==> src/rtl/stack_pkg.sv <==
// stack_pkg: command encodings and count-width helper for stack_param
package stack_pkg;
  localparam logic [2:0] CMD_NOP     = 3'b000;
  localparam logic [2:0] CMD_CLEAR   = 3'b001;
  localparam logic [2:0] CMD_PUSH    = 3'b010;
  localparam logic [2:0] CMD_POP     = 3'b011;
  localparam logic [2:0] CMD_REPLACE = 3'b100;
  localparam logic [2:0] CMD_PEEK    = 3'b101;
  function automatic int cnt_width(input int depth);
    return $clog2(depth + 1);
  endfunction
endpackage

==> src/rtl/stack_ram.sv <==
// stack_ram: DEPTH x WIDTH storage, synchronous write, asynchronous read
module stack_ram #(
  parameter int WIDTH = 8,
  parameter int DEPTH = 8,
  localparam int AW = $clog2(DEPTH)
) (
  input  logic             clk,
  input  logic             we_i,
  input  logic [AW-1:0]    waddr_i,
  input  logic [WIDTH-1:0] wdata_i,
  input  logic [AW-1:0]    raddr_i,
  output logic [WIDTH-1:0] rdata_o
);
  logic [WIDTH-1:0] mem_q [DEPTH];
  always_ff @(posedge clk)
    if (we_i) mem_q[waddr_i] <= wdata_i;
  assign rdata_o = mem_q[raddr_i];
endmodule

==> src/rtl/stack_param.sv <==
// stack_param: parametrised LIFO with count, top view, replace/peek and error strobe
module stack_param
  import stack_pkg::*;
#(
  parameter int WIDTH = 8,
  parameter int DEPTH = 8,
  localparam int CW = cnt_width(DEPTH)
) (
  input  logic             clk,
  input  logic             rst,
  input  logic [2:0]       cmd,
  input  logic [WIDTH-1:0] data_in,
  output logic [WIDTH-1:0] data_out,
  output logic             out_valid,
  output logic [WIDTH-1:0] top,
  output logic [CW-1:0]    count,
  output logic             full,
  output logic             empty,
  output logic             error
);
  localparam int AW = $clog2(DEPTH);
  logic [CW-1:0]    count_q, count_d;
  logic [WIDTH-1:0] dout_q, dout_d;
  logic             valid_q, valid_d, err_q, err_d;
  logic             push_ok, rd_ok, pop_ok, rep_ok, legal, we;
  logic [AW-1:0]    taddr, waddr;
  assign full      = count_q == CW'(DEPTH);
  assign empty     = count_q == '0;
  assign taddr     = AW'(count_q - CW'(1));
  assign count     = count_q;
  assign data_out  = dout_q;
  assign out_valid = valid_q;
  assign error     = err_q;
  always_comb begin
    push_ok = cmd == CMD_PUSH && !full;
    pop_ok  = cmd == CMD_POP && !empty;
    rep_ok  = cmd == CMD_REPLACE && !empty;
    rd_ok   = pop_ok || rep_ok || (cmd == CMD_PEEK && !empty);
    legal   = cmd == CMD_NOP || cmd == CMD_CLEAR || push_ok || rd_ok;
    // a command presented together with reset must not touch storage
    we      = (push_ok || rep_ok) && !rst;
    waddr   = push_ok ? AW'(count_q) : taddr;
    count_d = cmd == CMD_CLEAR ? '0 : push_ok ? count_q + CW'(1) : pop_ok ? count_q - CW'(1) : count_q;
    dout_d  = rd_ok ? top : dout_q;
    valid_d = rd_ok;
    err_d   = !legal;
  end
  always_ff @(posedge clk) begin
    if (rst) begin
      count_q <= '0;
      dout_q  <= '0;
      valid_q <= 1'b0;
      err_q   <= 1'b0;
    end else begin
      count_q <= count_d;
      dout_q  <= dout_d;
      valid_q <= valid_d;
      err_q   <= err_d;
    end
  end
  stack_ram #(.WIDTH(WIDTH), .DEPTH(DEPTH)) u_ram (
    .clk     (clk),
    .we_i    (we),
    .waddr_i (waddr),
    .wdata_i (data_in),
    .raddr_i (taddr),
    .rdata_o (top)
  );
endmodule

==> config.mk <==
export PLATFORM = sky130hd
export DESIGN_NAME = stack_param
export DESIGN_NICKNAME = d
export VERILOG_FILES = /design/src/rtl/stack_pkg.sv /design/src/rtl/stack_ram.sv /design/src/rtl/stack_param.sv
export SDC_FILE = /design/constraint.sdc
export NUM_CORES = 1
export LEC_CHECK = 0
export BUFFER_PORTS_ARGS = -buffer_cell sky130_fd_sc_hd__buf_4
export CAP_MARGIN = 0
export CORE_UTILIZATION = 55
export CTS_BUF_LIST = sky130_fd_sc_hd__clkbuf_8
export CTS_CLUSTER_DIAMETER = 100
export DETAILED_ROUTE_END_ITERATION = 12
export PLACE_DENSITY_LB_ADDON = 0.2
export SYNTH_ARGS = -nofsm -noshare
export SYNTH_HDL_FRONTEND = slang
export SYNTH_SLANG_ARGS = --single-unit
==> constraint.sdc <==
create_clock -name clk -period 6 [get_ports clk]
set_clock_uncertainty 0.1 [all_clocks]
set_input_delay 0.6 -clock clk [delete_from_list [all_inputs] [get_ports clk]]
set_output_delay 0.6 -clock clk [all_outputs]
set_load 0.005 [all_outputs]
**Yosys cells after proc, flatten, opt, wreduce, memory -nomap -nowiden**

Memory sizes are Yosys's and may differ from the RTL's.
Cells that the tools add are included.

- Bits in registers: 14
- Bits in writable memories: 64
- Bits of input ports: 13
- Word-level logic and storage cells: 37
- Memories kept: 1

- Add/sub/neg operators: 2
- Eq/ne operators: 6
- Multiplexer cells: 5
- Reductions and logical operators: 19

Memories:

| name | depth | bits a word | read ports | clocked after Yosys merged registers in | wr ports | line | RTL |
|---|---|---|---|---|---|---|---|
| u_ram.mem_q | 8 | 8 | 1 | 0 | 1 | stack_ram.sv:14 | `logic [WIDTH-1:0] mem_q [DEPTH];` |

Operators by type and width:

| operator | count |
|---|---|
| 4-bit 2-to-1 mux | 2 |
| 3-bit by 2-bit equality test with 1-bit output (second input constant) | 2 |
| 3-bit equality test (second input constant) | 2 |
| 1-bit logical OR | 6 |
| 1-bit logical AND | 5 |
| 4-bit by 1-bit adder with 4-bit output (second input constant) | 1 |
| 4-bit equality test (second input constant) | 1 |
| 1-bit logical NOT | 4 |
| 4-bit logical NOT | 1 |
| 4-bit by 1-bit subtractor with 4-bit output (second input constant) | 1 |
| 3-bit by 1-bit equality test with 1-bit output (second input constant) | 1 |
| 3-bit logical NOT | 1 |
| 3-bit 2-to-1 mux | 1 |
| 1-bit 2-to-1 mux | 2 |
| 2-bit nonzero test | 1 |
| 2-bit OR reduction | 1 |

**Logic depth before layout (Yosys ltp)**

- Depth in word-level cells: 7
- Mapped depth: 8
- Gate-level depth less buffers: 8

**By module**

Synthesis repeated with hierarchy kept, for this count alone.

- Cells, all modules: 190
- Area, all modules: 3,276.9 sq um

By module, submodules not included:

| module | instances | cells an instance | area an instance (sq um) | seq. area each (sq um) |
|---|---|---|---|---|
| stack_ram | 1 | 106 | 2,531.2 | 1,921.8 |
| stack_param | 1 | 84 | 745.7 | 280.3 |

**Least setup slack after synthesis**

No wires, ideal clock.

- Kind: register to register
- Start: reg count_q[0], in the netlist count[0]
- End: mem u_ram.mem_q[0][0], enable pin
- Data arrival time: 2,414 ps
- Data required time: 5,517 ps
- Setup slack: 3,103 ps
- Stages on the path, launching flop included: 9
- Period minus slack after synthesis: 2,897 ps
- Cells stage by stage: dfxtp_1 > inv_1 > ha_1 > buf_2 > buf_2 > buf_4 > o21ai_0 > a21boi_0 > nor3_1

- Longest elaborated chain between the ends: 7
- Elaborated cells on any way between the ends: 12
- Those cells by class: 1 x add/sub; 1 x eq/ne; 3 x mux; 7 x reduce/logical

Ends and longest elaborated chain:

| element | line | RTL |
|---|---|---|
| start, declared | stack_param.sv:22 | `logic [CW-1:0] count_q, count_d;` |
| start signal, assigned | stack_param.sv:55 | `count_q <= count_d;` |
| 4-bit equality test / 4-bit logical NOT (equally long branches) | stack_param.sv:27, stack_param.sv:28 |  |
| 1-bit logical NOT, on equally long branches | stack_param.sv:35, stack_param.sv:37 |  |
| 1-bit logical AND, on equally long branches | stack_param.sv:35, stack_param.sv:37 |  |
| 1-bit logical OR | stack_param.sv:41 | `we = (push_ok \|\| rep_ok) && !rst;` |
| 1-bit logical AND | stack_param.sv:41 |  |
| 1-bit 2-to-1 mux | stack_ram.sv:16 | `if (we_i) mem_q[waddr_i] <= wdata_i;` |
| 1-bit 2-to-1 mux (implied by the code) | stack_ram.sv:16 |  |
| end, declared | stack_ram.sv:14 |  |

Parallel ways exist; a longest one is shown, timed or not.

**Worst setup path after layout**

- Start: reg count_q[0], in the netlist count[0]
- End: out top[1]

- Longest elaborated chain between the ends: 2

Ends and longest elaborated chain:

| element | line | RTL |
|---|---|---|
| 4-bit by 1-bit subtractor with 4-bit output | n/a |  |
| memory 8 x 8 bit | n/a |  |
| end, declared | stack_param.sv:15 | `output logic [WIDTH-1:0] top,` |

Every way passes these cells.

==> metrics.txt <==
DRT antenna net count 0; worst path arrival time 2730 ps; initial core utilization 57.1%; mapped cell area 3380 um^2; sum of negative setup slack 0 ps; fin nets 286; root buffer cell clkbuf_8; antenna diode count 0; initial antenna violation count 0; RSZ-0062 raised after global routing false; R2R Setup Slk 2650 ps; Mapped Cells around 230; Vias per Instance roughly 5.9; Iteration-0 DRC Markers ~120; Clock transition at path regs around 80 ps; Avg Inst Size Synth 14.8 um^2; # hold bufs at CTS 0; Synth top area share between 50% and 60%; Core Area approximately 5900 um^2; design area 3890 um^2; H-Tree Depth 3; Clk Latency, worst-skew pair 340 ps; crit-path max FO 8; Worst Hold Class input pin to flop; Slew Limit Fails 0; total area of sequential cells around 2200 um^2; Seq/Total Area, Yosys 65.2%; Hold Vio Cnt, Final 0; CTS tree built; PortBufs 36; largest net degree at the start of global routing 34; final critical-path required period 3430 ps; die height 80.4 um; Cell Pwr Density 329 nW/um^2; WP data required between 5000 and 6000 ps; vias after detailed routing approximately 2100; detailed-route DRC error count 0; Synthesized Nets between 200 and 250; most common cell after layout, fill and taps aside edfxtp_1; max frequency 0.291 GHz; Die Footprint 6460 um^2; VDD IR max roughly 0.23 mV; multi-input logic area ~1100 um^2; most frequent cells in the layout 64 x edfxtp_1, 37 x buf_4, 17 x mux2_2; Synth area leader edfxtp_1; number of gates resized after CTS 0; maximum root-to-sink buffer count 2; Filler cells about 450; DRT Wirelength just under 7000 um; layout overhead on the synthesized area 15.2%; outcome complete, no violations; global-route usage over all layers 23.8%; row count 28; Post-CTS Setup Bufs 0; wire per inst roughly 20 um; slew at the pin closest to its max-slew limit 1140 ps; grt total ovfl 0; Setup CP Type flop to primary output; Leak 1.43 nW; # IOs 37; Slew HR roughly a quarter; clk sinks 78; maxcap violations 0; Synth cell types 43; YS warnings 0; CP endpoint kind primary output; first-pass GRT wire length 10600 um; first drt pass iteration count 4; post-synthesis register bit count 78; final worst-path cycle share 57.2%; crit path launch type flop; largest cells by area after synthesis edfxtp_1 57%, dfxtp_1 8.3%, mux2_2 5.7%, mux2i_1 4.7%, a41o_1 2.4%; TritonCTS buffer count 9; HPWL after detailed placement approximately 4700 um; vias in the first global route 1992; final count of negative-setup-slack endpoints 0; share of layout cells above drive strength 1 between 20% and 30%; Placer Congestion between 0.8 and 0.9; placed cell area 3690 um^2; Die W approximately 80 um
-- critical path, cell delays in order (launching register included) --
cell,delay (ps)
dfxtp_1,460
inv_1,190
ha_1,330
xnor2_1,220
nor2_1,520
a22oi_1,310
and2_1,240
buf_4,130
-- stage by stage --
| stage | setup slack, ps | hold WS, ps | utilization [%] | cells | power (mW) |
|---|---|---|---|---|---|
| floorplan | 3100 | 402 | - | 229 | 0.792 |
| global route | 2390 | 402 | 65.7 | 348 | 1.34 |
| finish | 2570 | 416 | 65.7 | 348 | 1.28 |
| CTS | 2580 | 398 | 65.7 | 348 | 1.29 |
| global placement | 2740 | 463 | 62.3 | 332 | 0.893 |
| detailed placement | 2640 | 454 | 62.3 | 332 | 0.894 |
-- synthesized netlist by cell type, drive strengths merged --
| master | instances |
|---|---|
| nand2 | 6 |
| nand3b | 1 |
| a22oi | 8 |
| a21boi | 1 |
| nor3 | 9 |
| a311oi | 1 |
| and3b | 1 |
| a21oi | 3 |
| ha | 5 |
| inv | 5 |
| o22a | 8 |
| or3b | 1 |
| a211o | 1 |
| o21ai | 6 |
| edfxtp | 64 |
| clkinv | 1 |
| and4 | 1 |
| buf | 8 |
| nor2 | 7 |
| and3 | 1 |
| a221oi | 1 |
| xnor2 | 2 |
| and2 | 8 |
| dfxtp | 14 |
| mux2 | 17 |
| clkbuf | 1 |
| o211ai | 1 |
| nor3b | 10 |
| nor4 | 2 |
| or2 | 1 |
| nand2b | 2 |
| a41o | 8 |
| nor2b | 1 |
| a211oi | 2 |
| xor2 | 2 |
| o2111ai | 1 |
| mux2i | 16 |
| or3 | 2 |
-- layout make-up --
| cell class | count | area share, % |
|---|---|---|
| Sequential cell | 78 | 56.6 |
| Multi-Input combinational cell | 136 | 28.1 |
| Timing Repair Buffer | 37 | 7.14 |
| Clock buffer | 9 | 3.18 |
| Tap cell | 75 | 2.41 |
| Clock inverter | 7 | 2.03 |
| Inverter | 6 | 0.579 |
-- per-layer routing --
| metal | vias to the layer above | global-route usage [%] | routed length (um) |
|---|---|---|---|
| met5 | - | 0 | 0 |
| met4 | 0 | 9.29 | 95 |
| met3 | 8 | 5.23 | 437 |
| met2 | 65 | 40.2 | 3510 |
| met1 | 1012 | 29.7 | 2910 |
| li1 | 975 | - | - |
-- registers in the layout (all words and copies together), names as in the netlist --
name,count
data_out,8
count,4
error,1
u_ram.mem_q,64
out_valid,1
-- power by group --
group          internal [mW]  leakage [nW]  total (mW)  switching, mW
Combinational          0.127         0.624       0.275          0.147
Sequential             0.600         0.690       0.609        0.00870
Clock                  0.227         0.120       0.399          0.172
-- path summary, 6_finish.rpt --
check              from                 to  cells after the start
max            count[0]             top[1]                      7
min          data_in[6]  u_ram.mem_q[7][6]                      1
max reg2reg    count[0]  u_ram.mem_q[1][2]                      7
min reg2reg    count[1]           count[1]                      2
-- cell families (layout without fill, tap and decap cells) --
kind of cell	after synthesis	after routing	synth area share [%]
and+or+nand+nor	53	53	9.48
AOI/OAI and AO/OA	41	41	9.59
buffers and inverters	15	59	2.48
adders and majority gates	5	5	1.85
DFF	78	78	65.2
xor gates and xnor gates	4	4	1.04
muxes	33	33	10.4
Power figures use the tool's default switching activity.
